## config.mk

```make
export PLATFORM = sky130hd
export DESIGN_NAME = countdown_timer
export DESIGN_NICKNAME = d
export VERILOG_FILES = /design/src/rtl/countdown_timer.sv
export SDC_FILE = /design/constraint.sdc
export NUM_CORES = 1
export LEC_CHECK = 0
export ABC_AREA = 0
export CAP_MARGIN = 30
export CORE_AREA = 4 4 41 43
export CTS_CLUSTER_DIAMETER = 60
export CTS_CLUSTER_SIZE = 30
export DETAILED_ROUTE_END_ITERATION = 12
export DIE_AREA = 0 0 45 47
export PLACE_DENSITY = 0.72
export SLEW_MARGIN = 10
export SYNTH_ARGS = -nofsm -noshare
export SYNTH_HDL_FRONTEND = slang
export SYNTH_SLANG_ARGS = --single-unit
```

## constraint.sdc

```tcl
create_clock -name clk -period 2.2 [get_ports clk]
set_input_delay 0.33 -clock clk [delete_from_list [all_inputs] [get_ports clk]]
set_output_delay 0.33 -clock clk [all_outputs]
set_load 0.01 [all_outputs]
```

## src/rtl/countdown_timer.sv

```systemverilog
// countdown_timer: prescaled down-counter with one-shot/periodic expiry, load and reload register.
module countdown_timer #(
    parameter int W            = 4,
    parameter int DEFAULT_LOAD = 9,
    parameter int PRESCALE     = 1
) (
    input  logic         clk,
    input  logic         rst,
    input  logic         en,
    input  logic         load,
    input  logic [W-1:0] load_val,
    input  logic         auto_reload,
    output logic [W-1:0] count,
    output logic         stop,
    output logic         expired,
    output logic         running
);
    localparam int PW = PRESCALE > 1 ? $clog2(PRESCALE) : 1;
    typedef enum logic {RUN, DONE} state_t;
    state_t         state_q;
    logic [W-1:0]   count_q, reload_q;
    logic [PW-1:0]  pcnt_q;
    logic           stop_q, expired_q;
    logic           adv, tick;
    assign adv  = state_q == RUN && en;
    assign tick = adv && pcnt_q == PW'(PRESCALE - 1);
    always_ff @(posedge clk) begin
        if (!rst) begin
            state_q   <= RUN;
            count_q   <= W'(DEFAULT_LOAD);
            reload_q  <= W'(DEFAULT_LOAD);
            pcnt_q    <= '0;
            stop_q    <= 1'b0;
            expired_q <= 1'b0;
        end else if (load) begin
            count_q   <= load_val;
            reload_q  <= load_val;
            pcnt_q    <= '0;
            expired_q <= 1'b0;
            stop_q    <= load_val == '0;
            state_q   <= load_val == '0 ? DONE : RUN;
        end else begin
            expired_q <= 1'b0;
            if (adv)
                pcnt_q <= tick ? '0 : pcnt_q + PW'(1);
            if (tick) begin
                if (count_q > W'(1)) begin
                    count_q <= count_q - W'(1);
                end else if (auto_reload) begin
                    count_q   <= reload_q;
                    expired_q <= 1'b1;
                end else begin
                    // One-shot expiry: freeze at zero until load or reset
                    count_q   <= '0;
                    stop_q    <= 1'b1;
                    expired_q <= 1'b1;
                    state_q   <= DONE;
                end
            end
        end
    end
    assign count   = count_q;
    assign stop    = stop_q;
    assign expired = expired_q;
    assign running = state_q == RUN;
endmodule

```

==> run_summary.xml <==
<?xml version="1.0" encoding="UTF-8"?>
<metrics>
  <group name="status">
    <metric name="status" unit="">complete, no violations</metric>
  </group>
  <group name="timing">
    <metric name="fin_skew" unit="ps">1.80</metric>
    <metric name="worstMarginPinSlew" unit="ps">599</metric>
    <metric name="final-setup-viol-count" unit="">0</metric>
    <metric name="final.setup.tns" unit="ps">0</metric>
    <metric name="finalCritPeriodShare" unit="">0.776</metric>
    <metric name="grt_setup_unrepaired" unit="">false</metric>
    <metric name="achievable_clock_frequency" unit="MHz">586</metric>
    <metric name="slew_headroom" unit="">0.600</metric>
    <metric name="post-route-min-period" unit="ps">1710</metric>
    <metric name="maxSlewViolCount" unit="">0</metric>
    <metric name="hold_viol" unit="">0</metric>
  </group>
  <group name="synthesis">
    <metric name="synth_cells" unit="">67</metric>
    <metric name="synth.cell_area" unit="sq um">563</metric>
    <metric name="yosysSeqAreaShare" unit="">0.391</metric>
    <metric name="yosys_register_bits" unit="">11</metric>
    <metric name="synth.distinct_cells" unit="">28</metric>
    <metric name="synth-edff-count" unit="">0</metric>
    <metric name="synth.area.top_cells" unit="">dfxtp_1 (39%), nand2_1 (5.3%), a21oi_1 (4.4%), ha_1 (4.4%), inv_1 (4.0%)</metric>
    <metric name="cell_with_the_most_instances_after_synthesis" unit="">dfxtp_1</metric>
    <metric name="synth_commonest_cells" unit="">dfxtp_1 (11), nand2_1 (8), inv_1 (6)</metric>
    <metric name="async_flop_share" unit="">0</metric>
    <metric name="synth_top_cell_by_area" unit="">dfxtp_1</metric>
    <metric name="mappedNetlistNets" unit="">78</metric>
    <metric name="yosys_warnings" unit="">0</metric>
    <metric name="avgSynthCellArea" unit="sq um">8.40</metric>
    <metric name="synthDominantCellAreaShare" unit="">0.391</metric>
    <metric name="synth_ff_type" unit="">dfxtp_1</metric>
  </group>
  <group name="floorplanning">
    <metric name="fp.dieH" unit="um">47</metric>
    <metric name="core.rowCount" unit="">13</metric>
    <metric name="starting_density_of_the_core" unit="">0.433</metric>
    <metric name="io_pins" unit="">16</metric>
    <metric name="floorplan.core_area" unit="sq um">1300</metric>
    <metric name="fp.dieW" unit="um">45</metric>
    <metric name="floorplan.die_area" unit="sq um">2120</metric>
  </group>
  <group name="layout">
    <metric name="multi_input_area" unit="sq um">307</metric>
    <metric name="finalCoreUtilization" unit="">0.584</metric>
    <metric name="antenna_cells" unit="">0</metric>
    <metric name="share_of_final_layout_standard_cells_stronger_than_drive_strength_1" unit="">0.106</metric>
    <metric name="fill_cell_instance_count_of_the_final_layout" unit="">133</metric>
    <metric name="number_of_nets_in_the_finished_design" unit="">97</metric>
    <metric name="seqCellArea" unit="sq um">220</metric>
    <metric name="area_growth" unit="%">34.9</metric>
  </group>
  <group name="cts">
    <metric name="cts.path.max_buffers" unit="">2</metric>
    <metric name="ctsHoldBuffers" unit="">0</metric>
    <metric name="path_clk_slew" unit="ps">70</metric>
    <metric name="cts_tree" unit="">done</metric>
    <metric name="clk_root_buffer_cell" unit="">clkbuf_4</metric>
    <metric name="cts_htree_levels" unit="">1</metric>
    <metric name="cts_made_buffers" unit="">3</metric>
    <metric name="postCtsResizedCells" unit="">0</metric>
    <metric name="cts_sinks" unit="">11</metric>
    <metric name="cts_setup_buffers" unit="">0</metric>
    <metric name="worstSkewPairLatency" unit="ps">260</metric>
  </group>
  <group name="critical_path">
    <metric name="worst-endpoint-required" unit="ps">2360</metric>
    <metric name="setup.worst_path.end_class" unit="">flip-flop</metric>
    <metric name="r2r_start" unit="">count[0]$_SDFFE_PN1P_</metric>
    <metric name="critPathArrivalTime" unit="ps">1860</metric>
    <metric name="worstPathMaxFanout" unit="">6</metric>
    <metric name="cp_slowest_cell" unit="">dfxtp_1</metric>
    <metric name="timing.critical_path.from" unit="">count[0]$_SDFFE_PN1P_</metric>
    <metric name="worstSetupStartpointType" unit="">flip-flop</metric>
    <metric name="crit_chain" unit="">inv_1 -&gt; ha_1 -&gt; nor2_1 -&gt; nor3_1 -&gt; buf_4 -&gt; mux2_2 -&gt; o41ai_1</metric>
    <metric name="cpPeakStageDelay" unit="ps">370</metric>
    <metric name="worst-setup-path-type" unit="">reg -&gt; reg</metric>
  </group>
  <group name="routing">
    <metric name="ant_nets" unit="">0</metric>
    <metric name="drt_iter0_drc" unit="">10</metric>
    <metric name="vias" unit="">562</metric>
    <metric name="post_drt_wl_per_cell" unit="um">12.7</metric>
    <metric name="route.final.wire_length" unit="um">1270</metric>
    <metric name="count_of_tritonroute_iterations_in_the_first_routing_pass" unit="">4</metric>
    <metric name="vias_per_cell" unit="">5.62</metric>
    <metric name="drt_drc_violations_left" unit="">0</metric>
  </group>
  <group name="grt">
    <metric name="global_route_wire_length_before_repair" unit="um">2180</metric>
    <metric name="largest_net_degree_at_the_start_of_global_routing" unit="">20</metric>
    <metric name="globalRouteOverflowTotal" unit="">0</metric>
    <metric name="grt_pass1_vias" unit="">514</metric>
    <metric name="global_route.usage.total" unit="">0.143</metric>
    <metric name="antenna_found_initial" unit="">0</metric>
  </group>
  <group name="min_path">
    <metric name="worst_hold_startpoint" unit="">reload_q[3]$_SDFFE_PN1P_</metric>
    <metric name="min_path_type" unit="">reg -&gt; reg</metric>
  </group>
  <group name="placed_design">
    <metric name="gp_congestion" unit="">0.798</metric>
    <metric name="numPortBuffers" unit="">15</metric>
    <metric name="detailed_place_hpwl" unit="um">956</metric>
  </group>
  <group name="pwr">
    <metric name="power_per_cell_area" unit="nW/um^2">604</metric>
    <metric name="leakage_power_summed_over_all_cells" unit="nW">0.300</metric>
    <metric name="max-vdd-ir-drop" unit="mV">0.293</metric>
  </group>
  <group name="job">
    <metric name="max_cap_viol_count" unit="">0</metric>
  </group>
</metrics>
worst paths after layout:
path,endpoint,slack [ps],depth (start not counted)
worst max-delay path,count[1]$_SDFFE_PN0P_,490,7
worst min-delay path,reload_q[3]$_SDFFE_PN1P_,460,2
worst max register to register,count[1]$_SDFFE_PN0P_,490,7
worst min register to register,reload_q[3]$_SDFFE_PN1P_,460,2
report_power, final:
group          internal, mW  total [mW]  leakage [nW]  switching, mW
registers             0.211       0.224        0.0908         0.0128
logic                0.0561       0.102         0.194         0.0462
clock network        0.0700       0.132        0.0150         0.0622
total                 0.337       0.458         0.300          0.121
cell type report:
cell class / instances / area share
Tap cell: 15 / 0.0247
Clock buffer: 4 / 0.0346
Timing Repair Buffer: 17 / 0.217
Multi-Input combinational cell: 47 / 0.404
Inverter: 6 / 0.0297
Sequential cell: 11 / 0.290
cell families after synthesis:
group / count (synthesis) / synth area share
buf+inv: 9 / 0.0644
fa+ha+maj: 2 / 0.0444
simple gates: 24 / 0.224
compound gates: 19 / 0.236
mux: 2 / 0.0400
flops: 11 / 0.391
metal layers:
metal / up-vias / wire [um] / global-route usage
li1: 280 / - / -
met1: 256 / 609 / 0.170
met4: 0 / 12 / 0.0819
met3: 2 / 104 / 0.0383
met2: 24 / 540 / 0.232
met5: - / 0 / 0
critical path, delay by kind of cell, from the launching register on:
kind / cells / cell delay [ps]
adder cells (fa/ha/maj): 1 / 210
flip-flops: 1 / 370
buffers and inverters: 2 / 270
AND/OR/NAND/NOR: 2 / 190
AO/OA/AOI/OAI: 1 / 230
multiplexers: 1 / 330
cells in the final DEF, fill, tap and decap left out, types with 3 or more instances in the layout:
cell,count
a21oi_1,5
clkbuf_4,3
clkdlybuf4s50_1,15
dfxtp_1,11
inv_1,6
nand2_1,8
nor2_1,4
nor3_1,4
metrics by stage:
| stage | cell area [sq um] | power, mW | hold slack [ps] | worst slack [ps] | cells |
|---|---|---|---|---|---|
| 2_1_floorplan | 563 | 0.282 | 427 | 455 | 67 |
| 3_3_place_gp | 733 | 0.329 | 455 | 390 | 96 |
| 3_5_place_dp | 733 | 0.330 | 450 | 344 | 96 |
| 4_1_cts | 759 | 0.468 | 463 | 482 | 100 |
| 5_1_grt | 759 | 0.490 | 490 | 270 | 100 |
| 6_report | 759 | 0.458 | 457 | 493 | 100 |
state kept, by name (all words and copies together) (netlist names):
name	flops
count	4
state_q	1
reload_q	4
expired	1
pcnt_q	1
No activity file was read; power rests on OpenSTA's default activity.
==> patch (same settings) <==
Add an input register stage for `en`, `load`, `load_val` and `auto_reload`; this delays them by one clock.
--- a/src/rtl/countdown_timer.sv
+++ b/src/rtl/countdown_timer.sv
@@ -17,12 +17,25 @@
 );
     localparam int PW = PRESCALE > 1 ? $clog2(PRESCALE) : 1;
     typedef enum logic {RUN, DONE} state_t;
+
+    logic en_q;
+    logic load_q;
+    logic [W-1:0] load_val_q;
+    logic auto_reload_q;
+
+    always_ff @(posedge clk) begin
+        en_q          <= en;
+        load_q        <= load;
+        load_val_q    <= load_val;
+        auto_reload_q <= auto_reload;
+    end
+
     state_t         state_q;
     logic [W-1:0]   count_q, reload_q;
     logic [PW-1:0]  pcnt_q;
     logic           stop_q, expired_q;
     logic           adv, tick;
-    assign adv  = state_q == RUN && en;
+    assign adv  = state_q == RUN && en_q;
     assign tick = adv && pcnt_q == PW'(PRESCALE - 1);
     always_ff @(posedge clk) begin
         if (!rst) begin
@@ -32,13 +45,13 @@
             pcnt_q    <= '0;
             stop_q    <= 1'b0;
             expired_q <= 1'b0;
-        end else if (load) begin
-            count_q   <= load_val;
-            reload_q  <= load_val;
+        end else if (load_q) begin
+            count_q   <= load_val_q;
+            reload_q  <= load_val_q;
             pcnt_q    <= '0;
             expired_q <= 1'b0;
-            stop_q    <= load_val == '0;
-            state_q   <= load_val == '0 ? DONE : RUN;
+            stop_q    <= load_val_q == '0;
+            state_q   <= load_val_q == '0 ? DONE : RUN;
         end else begin
             expired_q <= 1'b0;
             if (adv)
@@ -46,7 +59,7 @@
             if (tick) begin
                 if (count_q > W'(1)) begin
                     count_q <= count_q - W'(1);
-                end else if (auto_reload) begin
+                end else if (auto_reload_q) begin
                     count_q   <= reload_q;
                     expired_q <= 1'b1;
                 end else begin
Behaviour: not the same (a bounded check fails within 4 cycles, from zero or initial values and one cycle with rst low).
==> patch against the unedited design <==
Hold slack gained 1.5 ps. Clock power grew 19%. Non-clock buffer count is 2 lower. Worst setup slack improved by 62 ps. Area after synthesis rose by 27%. Sequential cell count up 7. Routed wire length rose by 1.4%. Total power rose by 35%. Cell area increased by 19%. Die area did not move. Sequential power is 63% higher. Critical path type is now reg2out. Largest cell class is now flip-flops and latches.
==> patch: results (changes against the unedited design) <==
Status
  • Status: finished clean (unchanged)

Synthesis
  • Mapped Nets: 80 (was 78)
  • Sequential fraction of the synthesis area: 0.503 (was 0.391)
  • Cell variety after synth: 29 (was 28)
  • Mux cell area share after synthesis: 0.0437 (was 0.0400)
  • Top cells by count, synth: 18 x dfxtp_1, 6 x inv_1, 4 x nand2_1, 4 x nor2_1 (was 11 x dfxtp_1, 8 x nand2_1, 6 x inv_1, 5 x a21oi_1)
  • Synth top area cells: dfxtp_1 50%, ha_1 3.5%, a21boi_1 3.1%, inv_1 3.1%, mux2i_1 2.8% (was dfxtp_1 39%, nand2_1 5.3%, a21oi_1 4.4%, ha_1 4.4%, inv_1 4.0%)
  • Adder-cell area share of the yosys netlist: 0.0350 (was 0.0444)

Global routing
  • Grt met3 use: 0.0230 (was 0.0383)
  • Number of global-route vias before repair: 529 (was 514)
  • Global-route wire length before repair: 2240 microns (was 2180 microns)
  • Tot GR Track Use: 0.150 (was 0.143)
  • Global-route met1 utilization: 0.185 (was 0.170)
  • Met2 Usage GRT: 0.240 (was 0.232)

Timing
  • Slew headroom: 0.690 (was 0.600)
  • Clk_skew: 2.56 ps (was 1.80 ps)
  • WHS: 458 ps (was 457 ps)

Pwr
  • Leak pwr: 0.382 nW (was 0.300 nW)
  • Clk pwr: 157 uW (was 132 uW)
  • Worst vdd rail ir drop: 0.426 mV (was 0.293 mV)
  • Power Internal: 463 uW (was 337 uW)

Setup path
  • Crit path DAT: 1320 ps (was 1860 ps)
  • Reg2Reg Setup Slack: 630 ps (was 490 ps)
  • Largest fanout on the critical path: 7 (was 6)
  • CP delay by family, top: buffers and inverters (was flip-flops)
  • R2R depth: 5 (was 7)
  • Worst stage delay on the critical path: 580 ps (was 370 ps)
  • Crit path max-delay cell type: clkdlybuf4s50_1 (was dfxtp_1)

Layout
  • Layout net count: 99 (was 97)
  • Layout cells sized above 1: 0.116 (was 0.106)

Drt
  • Initial DRC Count: 4 (was 10)
  • Met1 Routed Length: 616 microns (was 609 microns)
  • DR WL met2: 577 microns (was 540 microns)

Place
  • Placer's final routability congestion estimate: 0.814 (was 0.798)
  • Hpwl dp: 1020 microns (was 956 microns)

CTS
  • Worst-Skew Late Latency: 290 ps (was 260 ps)
  • Worst-path clk slew: 90 ps (was 70 ps)

Min path
  • Worst Hold End: reload_q[0]$_SDFFE_PN1P_ (was reload_q[3]$_SDFFE_PN1P_)
[patch: cell count changes after synthesis, moves of 2 or more]
cell,unedited run,this run
mux2_2,2,0
nand2_1,8,4
a21boi_1,0,3
a21oi_1,5,2
dfxtp_1,11,18
o311a_1,0,2
mux2i_1,0,2
[patch: layout make-up]
class	count	area share
Clock buffer	3	0.0250
Inverter	6	0.0250
Multi-Input combinational cell	44	0.363
Sequential cell	18	0.399
Tap cell	15	0.0208
Timing Repair Buffer	15	0.166
[patch: how the worst max path moves through the flow]
| stage | from | end | cells after the start |
|---|---|---|---|
| 4_1_cts | count[3]$_SDFFE_PN1P_ | count[3] | 1 |
| 6_report | count[3]$_SDFFE_PN1P_ | count[3] | 1 |
| 3_3_place_gp | count[0]$_SDFFE_PN1P_ | count[1]$_SDFFE_PN0P_ | 5 |
| 3_5_place_dp | count[0]$_SDFFE_PN1P_ | count[1]$_SDFFE_PN0P_ | 5 |
| 2_1_floorplan | count[0]$_SDFFE_PN1P_ | count[1]$_SDFFE_PN0P_ | 5 |
| 5_1_grt | count[3]$_SDFFE_PN1P_ | count[3] | 1 |
[patch: kinds of logic (layout without fill, tap and decap cells)]
logic type | count (synthesis) | after routing
buffers and inverters | 7 | 24
AND/OR/NAND/NOR | 20 | 20
multiplexers | 3 | 3
AO/OA/AOI/OAI | 19 | 19
adder cells (fa/ha/maj) | 2 | 2
flip-flops | 18 | 18
[patch: through the flow]
| stage | worst slack, ps | util | std cells | cell area (sq um) |
|---|---|---|---|---|
| global placement | 648 | 0.676 | 98 | 880 |
| floorplan | 746 | - | 69 | 716 |
| CTS | 531 | 0.693 | 101 | 902 |
| finish | 555 | 0.693 | 101 | 902 |
| global route | 453 | 0.693 | 101 | 902 |
| detailed placement | 652 | 0.676 | 98 | 880 |
